### src/rtl/pc_gen_pkg.sv
// Shared constants for the instruction-fetch PC generator: address and stall
// bus widths, reset/chip-enable encodings, the default reset vector and the
// redirect alignment helper. Optional feature macro: PC_ALIGN_CHK_EN.
package pc_gen_pkg;

    localparam int unsigned INST_ADDR_W = 32;
    localparam int unsigned STALL_W_DEF = 6;
    localparam int unsigned INC_DEF     = 4;

    localparam logic [INST_ADDR_W-1:0] RESET_VEC_DEF = 32'h0000_0000;

    localparam logic RST_ENABLE    = 1'b1;
    localparam logic CHIP_ENABLE   = 1'b1;
    localparam logic CHIP_DISABLE  = 1'b0;

    typedef logic [INST_ADDR_W-1:0] inst_addr_t;
    typedef logic [STALL_W_DEF-1:0] stall_bus_t;

    // Fetch state; the encoding equals the chip-enable level.
    typedef enum logic {
        ST_OFF = 1'b0,
        ST_RUN = 1'b1
    } pc_state_e;

    // A redirect target is word-misaligned when either low address bit is set.
    function automatic logic misaligned(input logic [1:0] lsb);
        return (lsb != 2'b00);
    endfunction

endpackage

### src/rtl/pc_redirect_buf.sv
// One-entry buffer for a branch target that arrives while fetch is stalled.
// clear has priority over load so a flush in the same cycle always wins.
module pc_redirect_buf
    import pc_gen_pkg::*;
#(
    parameter int unsigned ADDR_W = INST_ADDR_W
) (
    input  logic              clk,
    input  logic              rst,
    input  logic              load,
    input  logic              clear,
    input  logic [ADDR_W-1:0] target,
    output logic              pend,
    output logic [ADDR_W-1:0] pend_target
);

    logic              pend_r;
    logic [ADDR_W-1:0] pend_target_r;

    // Capture or drop the buffered redirect; reset never lets one survive.
    always_ff @(posedge clk) begin
        if (rst == RST_ENABLE) begin
            pend_r        <= 1'b0;
            pend_target_r <= {ADDR_W{1'b0}};
        end else if (clear) begin
            pend_r        <= 1'b0;
        end else if (load) begin
            pend_r        <= 1'b1;
            pend_target_r <= target;
        end
    end

    assign pend        = pend_r;
    assign pend_target = pend_target_r;

endmodule

### src/rtl/pc_gen.sv
// Program-counter generator for instruction fetch: stall hold, flush and
// branch redirects, buffered redirect during stall, chip enable.
// Optional feature macro: PC_ALIGN_CHK_EN (reject misaligned branch targets).
module pc_gen
    import pc_gen_pkg::*;
#(
    parameter int unsigned        ADDR_W    = INST_ADDR_W,
    parameter logic [ADDR_W-1:0]  RESET_VEC = ADDR_W'(RESET_VEC_DEF),
    parameter int unsigned        INC       = INC_DEF,
    parameter int unsigned        STALL_W   = STALL_W_DEF
) (
    input  logic               clk,
    input  logic               rst,
    input  logic [STALL_W-1:0] stall,
    input  logic               flush,
    input  logic [ADDR_W-1:0]  flush_pc,
    input  logic               br_valid,
    input  logic [ADDR_W-1:0]  br_target,
    output logic [ADDR_W-1:0]  pc,
    output logic               ce,
    output logic               redirect_pend,
    output logic               addr_err,
    output logic [ADDR_W-1:0]  bad_addr
);

    localparam logic [ADDR_W-1:0] INC_EXT = ADDR_W'(INC);

    pc_state_e         state_r;
    pc_state_e         state_next_s;
    logic              ce_s;
    logic [ADDR_W-1:0] pc_r;
    logic [ADDR_W-1:0] pc_next_s;
    logic [ADDR_W-1:0] pc_inc_s;
    logic              stalled_s;
    logic              pend_load_s;
    logic              pend_clear_s;
    logic              pend_s;
    logic [ADDR_W-1:0] pend_target_s;
`ifdef PC_ALIGN_CHK_EN
    logic              rej_s;
    logic [ADDR_W-1:0] rej_addr_s;
    logic              addr_err_r;
    logic [ADDR_W-1:0] bad_addr_r;
`endif

    assign pc_inc_s  = pc_r + INC_EXT;
    assign stalled_s = (stall != {STALL_W{1'b0}});

    pc_redirect_buf #(
        .ADDR_W (ADDR_W)
    ) u_redirect_buf (
        .clk         (clk),
        .rst         (rst),
        .load        (pend_load_s),
        .clear       (pend_clear_s),
        .target      (br_target),
        .pend        (pend_s),
        .pend_target (pend_target_s)
    );

    // State register: reset forces OFF, otherwise follow next-state logic.
    always_ff @(posedge clk) begin
        if (rst == RST_ENABLE) begin
            state_r <= ST_OFF;
        end else begin
            state_r <= state_next_s;
        end
    end

    // Next state: the first edge out of reset enables fetch, then it stays on.
    always_comb begin
        state_next_s = ST_OFF;
        case (state_r)
            ST_OFF:  state_next_s = ST_RUN;
            ST_RUN:  state_next_s = ST_RUN;
            default: state_next_s = ST_OFF;
        endcase
    end

    // Output decode: chip enable follows the fetch state.
    always_comb begin
        ce_s = CHIP_DISABLE;
        case (state_r)
            ST_OFF:  ce_s = CHIP_DISABLE;
            ST_RUN:  ce_s = CHIP_ENABLE;
            default: ce_s = CHIP_DISABLE;
        endcase
    end

    // Priority redirect mux: flush, stall (with capture), branch, buffered, increment.
    always_comb begin
        pc_next_s    = pc_r;
        pend_load_s  = 1'b0;
        pend_clear_s = 1'b0;
`ifdef PC_ALIGN_CHK_EN
        rej_s        = 1'b0;
        rej_addr_s   = {ADDR_W{1'b0}};
`endif
        case (state_r)
            ST_OFF: begin
                pc_next_s = RESET_VEC;
            end
            ST_RUN: begin
                if (flush) begin
                    pc_next_s    = flush_pc;
                    pend_clear_s = 1'b1;
                end else if (stalled_s) begin
                    pc_next_s    = pc_r;
                    pend_load_s  = br_valid;
                end else if (br_valid) begin
                    pend_clear_s = 1'b1;
`ifdef PC_ALIGN_CHK_EN
                    if (misaligned(br_target[1:0])) begin
                        pc_next_s  = pc_inc_s;
                        rej_s      = 1'b1;
                        rej_addr_s = br_target;
                    end else begin
                        pc_next_s  = br_target;
                    end
`else
                    pc_next_s    = br_target;
`endif
                end else if (pend_s) begin
                    pend_clear_s = 1'b1;
`ifdef PC_ALIGN_CHK_EN
                    if (misaligned(pend_target_s[1:0])) begin
                        pc_next_s  = pc_inc_s;
                        rej_s      = 1'b1;
                        rej_addr_s = pend_target_s;
                    end else begin
                        pc_next_s  = pend_target_s;
                    end
`else
                    pc_next_s    = pend_target_s;
`endif
                end else begin
                    pc_next_s    = pc_inc_s;
                end
            end
            default: begin
                pc_next_s = RESET_VEC;
            end
        endcase
    end

    // PC register.
    always_ff @(posedge clk) begin
        if (rst == RST_ENABLE) begin
            pc_r <= RESET_VEC;
        end else begin
            pc_r <= pc_next_s;
        end
    end

`ifdef PC_ALIGN_CHK_EN
    // Rejection report: one-cycle error pulse, offending address held until replaced.
    always_ff @(posedge clk) begin
        if (rst == RST_ENABLE) begin
            addr_err_r <= 1'b0;
            bad_addr_r <= {ADDR_W{1'b0}};
        end else begin
            addr_err_r <= rej_s;
            if (rej_s) begin
                bad_addr_r <= rej_addr_s;
            end
        end
    end

    assign addr_err = addr_err_r;
    assign bad_addr = bad_addr_r;
`else
    assign addr_err = 1'b0;
    assign bad_addr = {ADDR_W{1'b0}};
`endif

    assign pc            = pc_r;
    assign ce            = ce_s;
    assign redirect_pend = pend_s;

endmodule

### config.mk
export PLATFORM = sky130hd
export DESIGN_NAME = pc_gen
export DESIGN_NICKNAME = d
export VERILOG_FILES = /design/src/rtl/pc_gen_pkg.sv /design/src/rtl/pc_redirect_buf.sv /design/src/rtl/pc_gen.sv
export SDC_FILE = /design/constraint.sdc
export NUM_CORES = 1
export LEC_CHECK = 0
export CAP_MARGIN = 15
export CORE_ASPECT_RATIO = 1.4
export CORE_MARGIN = 1.5
export CORE_UTILIZATION = 30
export CTS_CLUSTER_SIZE = 8
export DETAILED_ROUTE_END_ITERATION = 8
export GPL_TIMING_DRIVEN = 0
export PLACE_DENSITY_LB_ADDON = 0.15
export SLEW_MARGIN = 20
export SYNTH_ARGS = -nofsm -noshare
export SYNTH_HDL_FRONTEND = slang
export SYNTH_SLANG_ARGS = --single-unit
### constraint.sdc
create_clock -name clk -period 1.9 [get_ports clk]
set_input_delay 0.38 -clock clk [delete_from_list [all_inputs] [get_ports clk]]
set_output_delay 0.38 -clock clk [all_outputs]
set_load 0.03 [all_outputs]
==> metrics, run 1 <==
status complete, no violations; initial antenna violation count 0; DR vias/cell ~5.4; Initial Utilization 0.3054; Layout Skew about 0.0064 ns; fraction of layout cells with a size suffix above 1 0.1921; Pwr per Cell Area 636.1 nW/um2; global route total overflow 0; clock buffer depth 2; clk slew on worst S/H paths roughly 0.060 ns; dpl cell area between 5000 and 6000 um2; global-route wire length before repair around 27000 um; max_cap viols 0; floorplan core area ~14000 um2; DR iter-0 viols between 400 and 500; largest fanout on the critical path 6; FF+latch count, synth 66; CTS tree built; final hold viol count 0; Comb power frac 0.217; Hold Crit Class reg -> reg; Rows 51; Max VDD drop between 0.3 and 0.4 mV; Finish-stage setup viols 0; Tightest Pin Transition ~0.65 ns; syn avg cell area 7.108 um2; vias in the first global route 4802; crit path time final between 1.5 and 2 ns; CTS buffer count 9; FF-to-FF setup slack approximately 0.050 ns; Post-CTS Hold Buffers 0; Post-synth EDFFs 0; clock share of power 0.413; port bufs 106; die width approximately 100 um; Die H around 140 um; CP Data Required Time approximately 1.5 ns; fin crit share 0.9808; P_leak about 2.5 nW; fmax about 540 MHz; setup TNS 0 ns; Routability Congestion ~0.94; max-slew violations 0; register area share after synthesis 0.3124; fraction of registers with async set/reset 0; latest clock arrival within the worst-skew pair about 0.34 ns; total iterations of the first detailed-routing run 5; synth unique cells approximately 60; CP Capture Type output pin; gate count after technology mapping about 600; synth warn 0; CTS sink count 66; Total GRT Usage 0.2404; hold path depth 2; Worst slew margin 0.5640; RSZ-0062 raised after global routing yes; DP HPWL roughly 13000 um; H-tree Lvls 3; Worst Setup Start Kind flip-flop; # diodes 0; synthesized area 4229 um2; area grow syn2layout 49.11%; via count of the routed design between 5k and 6k; die area 14830 um2; sequential power share 0.370; filler instances between 1k and 1.5k; I/O pin total about 140; leading register cell type out of synthesis dfxtp_1; Psw 1.170 mW; CP Data Arrival Time around 1.5 ns; critical path type reg -> out; detailed-route DRC error count 0; Switching Share 0.2918; Routed Antenna Nets 0; drt wl/cell 19.03 um; CTS root buffer clkbuf_16; post-route design area between 6000 and 7000 um2; P_int about 2.8 mW; largest net degree at the start of global routing 11; Nets about 830; final wirelength 17990 um; cells on worst reg2reg path 6
cell usage after synthesis, types with 4 or more instances:
cell       count  share of area
nor2_1        24          0.021
buf_1          4         0.0035
buf_4         33          0.059
o2bb2ai_1      5          0.010
o31ai_1        9          0.016
and3_1        11          0.016
nor4_1         7          0.010
a32o_1         4         0.0095
buf_2         10          0.012
nand2b_1       4         0.0059
inv_1         10         0.0089
and2_1         5         0.0074
o211ai_1       5         0.0089
nand2_1      132           0.12
dfxtp_1       66           0.31
nor2b_1        5         0.0074
a211oi_1       8          0.014
o21ai_0       39          0.046
nand3_1       15          0.018
and4_1         7          0.014
a21oi_1       74          0.088
nand4_1        8          0.012
nor3_1         8         0.0095
xnor2_1        4         0.0083
clkbuf_1      30          0.027
mux2i_1        7          0.017
a31oi_1        5         0.0074
cells by family (layout without fill, tap and decap cells):
group / Yosys count / in the layout / synth area share
AND/OR/NAND/NOR: 238 / 238 / 0.2633
multiplexers: 8 / 8 / 0.01923
buffers and inverters: 88 / 221 / 0.1104
XOR/XNOR: 7 / 7 / 0.01450
flip-flops: 66 / 66 / 0.3124
adder cells (fa/ha/maj): 1 / 1 / 0.002958
AO/OA/AOI/OAI: 186 / 186 / 0.2763
other: 1 / 33 / 0.0008867
layout make-up:
cell class,instances,area (um2),area share
buffer,74,534.3,0.08472
clock buffer,12,246.5,0.03909
clock inverter,3,40.04,0.006349
inverter,11,46.29,0.007341
multi-input combinational,473,2678,0.4246
sequential,66,1351,0.2143
tap,185,231.5,0.03671
timing repair buffer,121,1179,0.1869
worst max-delay path, cell delays in order (launching register included):
cell,delay [ns]
dfxtp_4,0.37
buf_4,0.12
clkdlybuf4s50_1,0.66
metal layers:
metal  vias to the layer above  track usage  part of all wire
met3                        34      0.03745             0.072
met2                       257       0.4087              0.51
met4                         0       0.1067             0.029
met5                         -            0                 0
li1                       2397            -                 -
met1                      2430       0.2947              0.39
metrics by stage:
step / total power, mW / instances / hold slack [ns] / util / setup slack, ns
finish: 4.011 / 945 / 0.4549 / 0.4554 / 0.03640
global route: 4.153 / 945 / 0.4656 / 0.4554 / -0.02583
CTS: 3.992 / 938 / 0.4544 / 0.4472 / -0.000006217
detailed placement: 2.326 / 918 / 0.4470 / 0.4093 / -1.250
global placement: 2.321 / 918 / 0.4401 / 0.4093 / -1.283
floorplan: 1.959 / 627 / 0.4321 / - / -0.03431
power by group through the flow:
stage,Sequential [mW],Combinational (mW),Clock (mW)
after global routing,1.49,0.927,1.74
after detailed placement,1.52,0.811,0
after floorplan,1.55,0.410,0
final,1.48,0.871,1.66
after CTS,1.48,0.842,1.66
after global placement,1.51,0.808,0
path summary, 6_finish.rpt:
path,startpoint,to
worst max-delay path,pc[12],pc[12]
worst min-delay path,u_redirect_buf.pend_target[30],u_redirect_buf.pend_target[30]
worst max register to register,pc[12],pc[21]
worst min register to register,u_redirect_buf.pend_target[30],u_redirect_buf.pend_target[30]
state kept, by name, indices dropped and copies added (netlist names):
signal                      count
pc                             32
state_r                         1
u_redirect_buf.pend             1
u_redirect_buf.pend_target     32
repair_timing:
item,CTS,global route
gates resized for setup,77,50
gates cloned,0,1
buffers inserted,7,7
pin swaps,5,7
setup endpoints to repair,68,54
cells in the final DEF (no fill, tap or decap), types with 4 or more instances in the layout:
cell type and count:
nor2_1 20, clkbuf_2 13, conb_1 33, buf_2 5
a21oi_1 73, a32o_1 4, a31oi_1 5, nand4_1 8
buf_4 53, dlymetal6s2s_1 7, nor2b_1 4, dfxtp_2 12
mux2i_1 7, dlygate4sd2_1 4, o31ai_1 9, a211oi_1 7
clkbuf_4 10, nand2b_1 4, inv_1 9, clkbuf_16 9
nand2_1 132, and4_1 5, clkbuf_8 5, and3_1 8
o2bb2ai_1 5, xnor2_1 4, o211ai_1 5, dfxtp_1 50
nor4_1 4, nor3_1 6, dfxtp_4 4, clkbuf_1 7
nand3_1 12, and2_1 5, clkdlybuf4s50_1 91, o21ai_0 38
No activity file was read; power rests on OpenSTA's default activity.
==> run 2: changes to the inputs <==
- SLEW_MARGIN: 20 -> 30
- clock period: 1.9 -> 1.7 ns (I/O delays scaled with it)
==> metrics, run 2 (synthesized netlist as in run 1, its figures left out) <==
Total GRT Usage 0.2484 (+0.007982); CTS sink count 66 (unchanged); max-slew violations 0 (unchanged); CP Capture Type flip-flop; CTS tree built; DR iter-0 viols 309 (-31%); global route total overflow 0 (unchanged); Tightest Pin Transition 0.5551 ns (-0.09887 ns); Hold Crit Class in -> reg; Rows 51 (unchanged); floorplan core area 13850 um2 (unchanged); vias in the first global route 4909 (+2.2%); fmax around 560 MHz; largest fanout on the critical path 5 (-1); Design Power 4.657 mW (+16%); Max VDD drop 0.5855 mV (+67%); commonest cells after routing, fill and taps aside nand2_1 (130), a21oi_1 (71), buf_4 (67); drt wl/cell 19.23 um (+1.0%); hold slack final 0.3424 ns (-0.1125 ns); status complete, but fails checks; DP HPWL 13400 um (+3.0%); port bufs 106 (unchanged); fraction of layout cells with a size suffix above 1 0.2461 (+0.05403); FF-to-FF setup slack -0.02 ns (-0.07 ns); clk slew on worst S/H paths 0.06 ns (about the same); largest net degree at the start of global routing 13 (+2); Crit path buffers/inverters 2 (unchanged); final wirelength 18480 um (+2.7%); H-tree Lvls 3 (unchanged); P_leak 2.714 nW (+9.6%); crit path setup slack, layout -0.07499 ns (-0.1114 ns); die area 14830 um2 (unchanged); Critical-path top delay cell or4_4; via count of the routed design 5135 (+0.33%); Worst slew margin 0.6299 (+0.06592); Initial Utilization 0.3054 (unchanged); global-route wire length before repair 27140 um (+2.2%); latest clock arrival within the worst-skew pair 0.34 ns (about the same); clock buffer depth 2 (unchanged); fin crit share 1.044; CTS buffer count 9 (unchanged); Worst Setup Start Kind input pin; Routed Antenna Nets 0 (unchanged); crit-path cells buf_6, or4_4, nor3_4, buf_6, nor3_4, or3_1, a32o_1; post-layout util 0.4800 (+0.02458); commonest non-fill, non-tap cell in the layout nand2_1; Die H 143.5 um (unchanged); Pwr per Cell Area 700.7 nW/um2 (+10%); CP Data Arrival Time 2.00 ns (+0.52 ns); detailed-route DRC error count 0 (unchanged); critical path type in -> reg; critical path's top delay family simple AND/OR/NAND/NOR gates; Routability Congestion 0.8725 (-7.3%); CP Data Required Time 1.93 ns (+0.41 ns); Nets 846 (+1.8%); CTS root buffer clkbuf_16; # diodes 0 (unchanged); Finish-stage setup viols 4 (+4); initial antenna violation count 0 (unchanged); RSZ-0062 raised after global routing yes; DR vias/cell 5.343 (-1.3%); crit path time final between 1.5 and 2 ns; final hold viol count 0 (unchanged); area grow syn2layout 57.16%; total iterations of the first detailed-routing run 5 (unchanged); max_cap viols 0 (unchanged); filler instances 1422 (-3.1%); Post-CTS Hold Buffers 0 (unchanged); failing checks negative setup slack; slowest stage delay, CP 0.56 ns (-0.10 ns); die width 103.3 um (unchanged); I/O pin total 141 (unchanged); Layout Skew 0.009152 ns (+0.002758 ns)
[run 2: cell count changes in the layout (fill, tap and decap cells not counted), sizes merged]
cell and change:
clkbuf -5, clkinvlp +1, dlymetal6s2s -4, inv +2
buf +20, clkdlybuf4s50 -27, dlygate4sd2 +30, clkinv -1
[run 2: final cells by class]
type	count	area, um2	share of cell area
buffer	71	541.8	0.08151
clock buffer	11	254.0	0.03822
clock inverter	5	60.06	0.009036
inverter	11	48.80	0.007342
multi-input combinational	473	2859	0.4302
sequential	66	1370	0.2061
tap	185	231.5	0.03483
timing repair buffer	139	1281	0.1928
[run 2: worst paths after layout]
kind         cells after the start                             to                     startpoint
max reg2reg                      5                         pc[31]                         pc[21]
min                              2  u_redirect_buf.pend_target[0]                            rst
max                              7                         pc[31]                       stall[1]
min reg2reg                      2  u_redirect_buf.pend_target[6]  u_redirect_buf.pend_target[6]
[run 2: timing repair]
action / in CTS / in global routing
pin swaps: 18 / 12
setup endpoints to repair: 96 / 50
resized for setup: 160 / 34
buffers inserted: 23 / 9
gates cloned: 1 / 0
[run 2: report_power, final]
group | switching (mW) | total (mW) | internal [mW]
clock network | 0.766 | 2.00 | 1.23
logic | 0.585 | 1.01 | 0.423
registers | 0.0579 | 1.65 | 1.59
total | 1.41 | 4.66 | 3.25
[run 2: layer usage]
metal / track usage / vias up / share of wire
li1: - / 2427 / -
met1: 0.3025 / 2398 / 0.40
met2: 0.4186 / 256 / 0.49
met3: 0.03599 / 54 / 0.065
met4: 0.1266 / 0 / 0.044
met5: 0 / - / 0
[run 2: metrics by stage]
| stage | setup WS [ns] | cell area (um2) | TNS [ns] | std cells |
|---|---|---|---|---|
| after detailed placement | -1.278 | 5720 | -66.14 | 918 |
| after global routing | -0.09765 | 6646 | -0.3514 | 961 |
| after global placement | -1.249 | 5720 | -64.47 | 918 |
| final | -0.07499 | 6646 | -0.1660 | 961 |
| after CTS | -0.08883 | 6533 | -0.3018 | 955 |
| after floorplan | -0.1943 | 4428 | -1.754 | 627 |
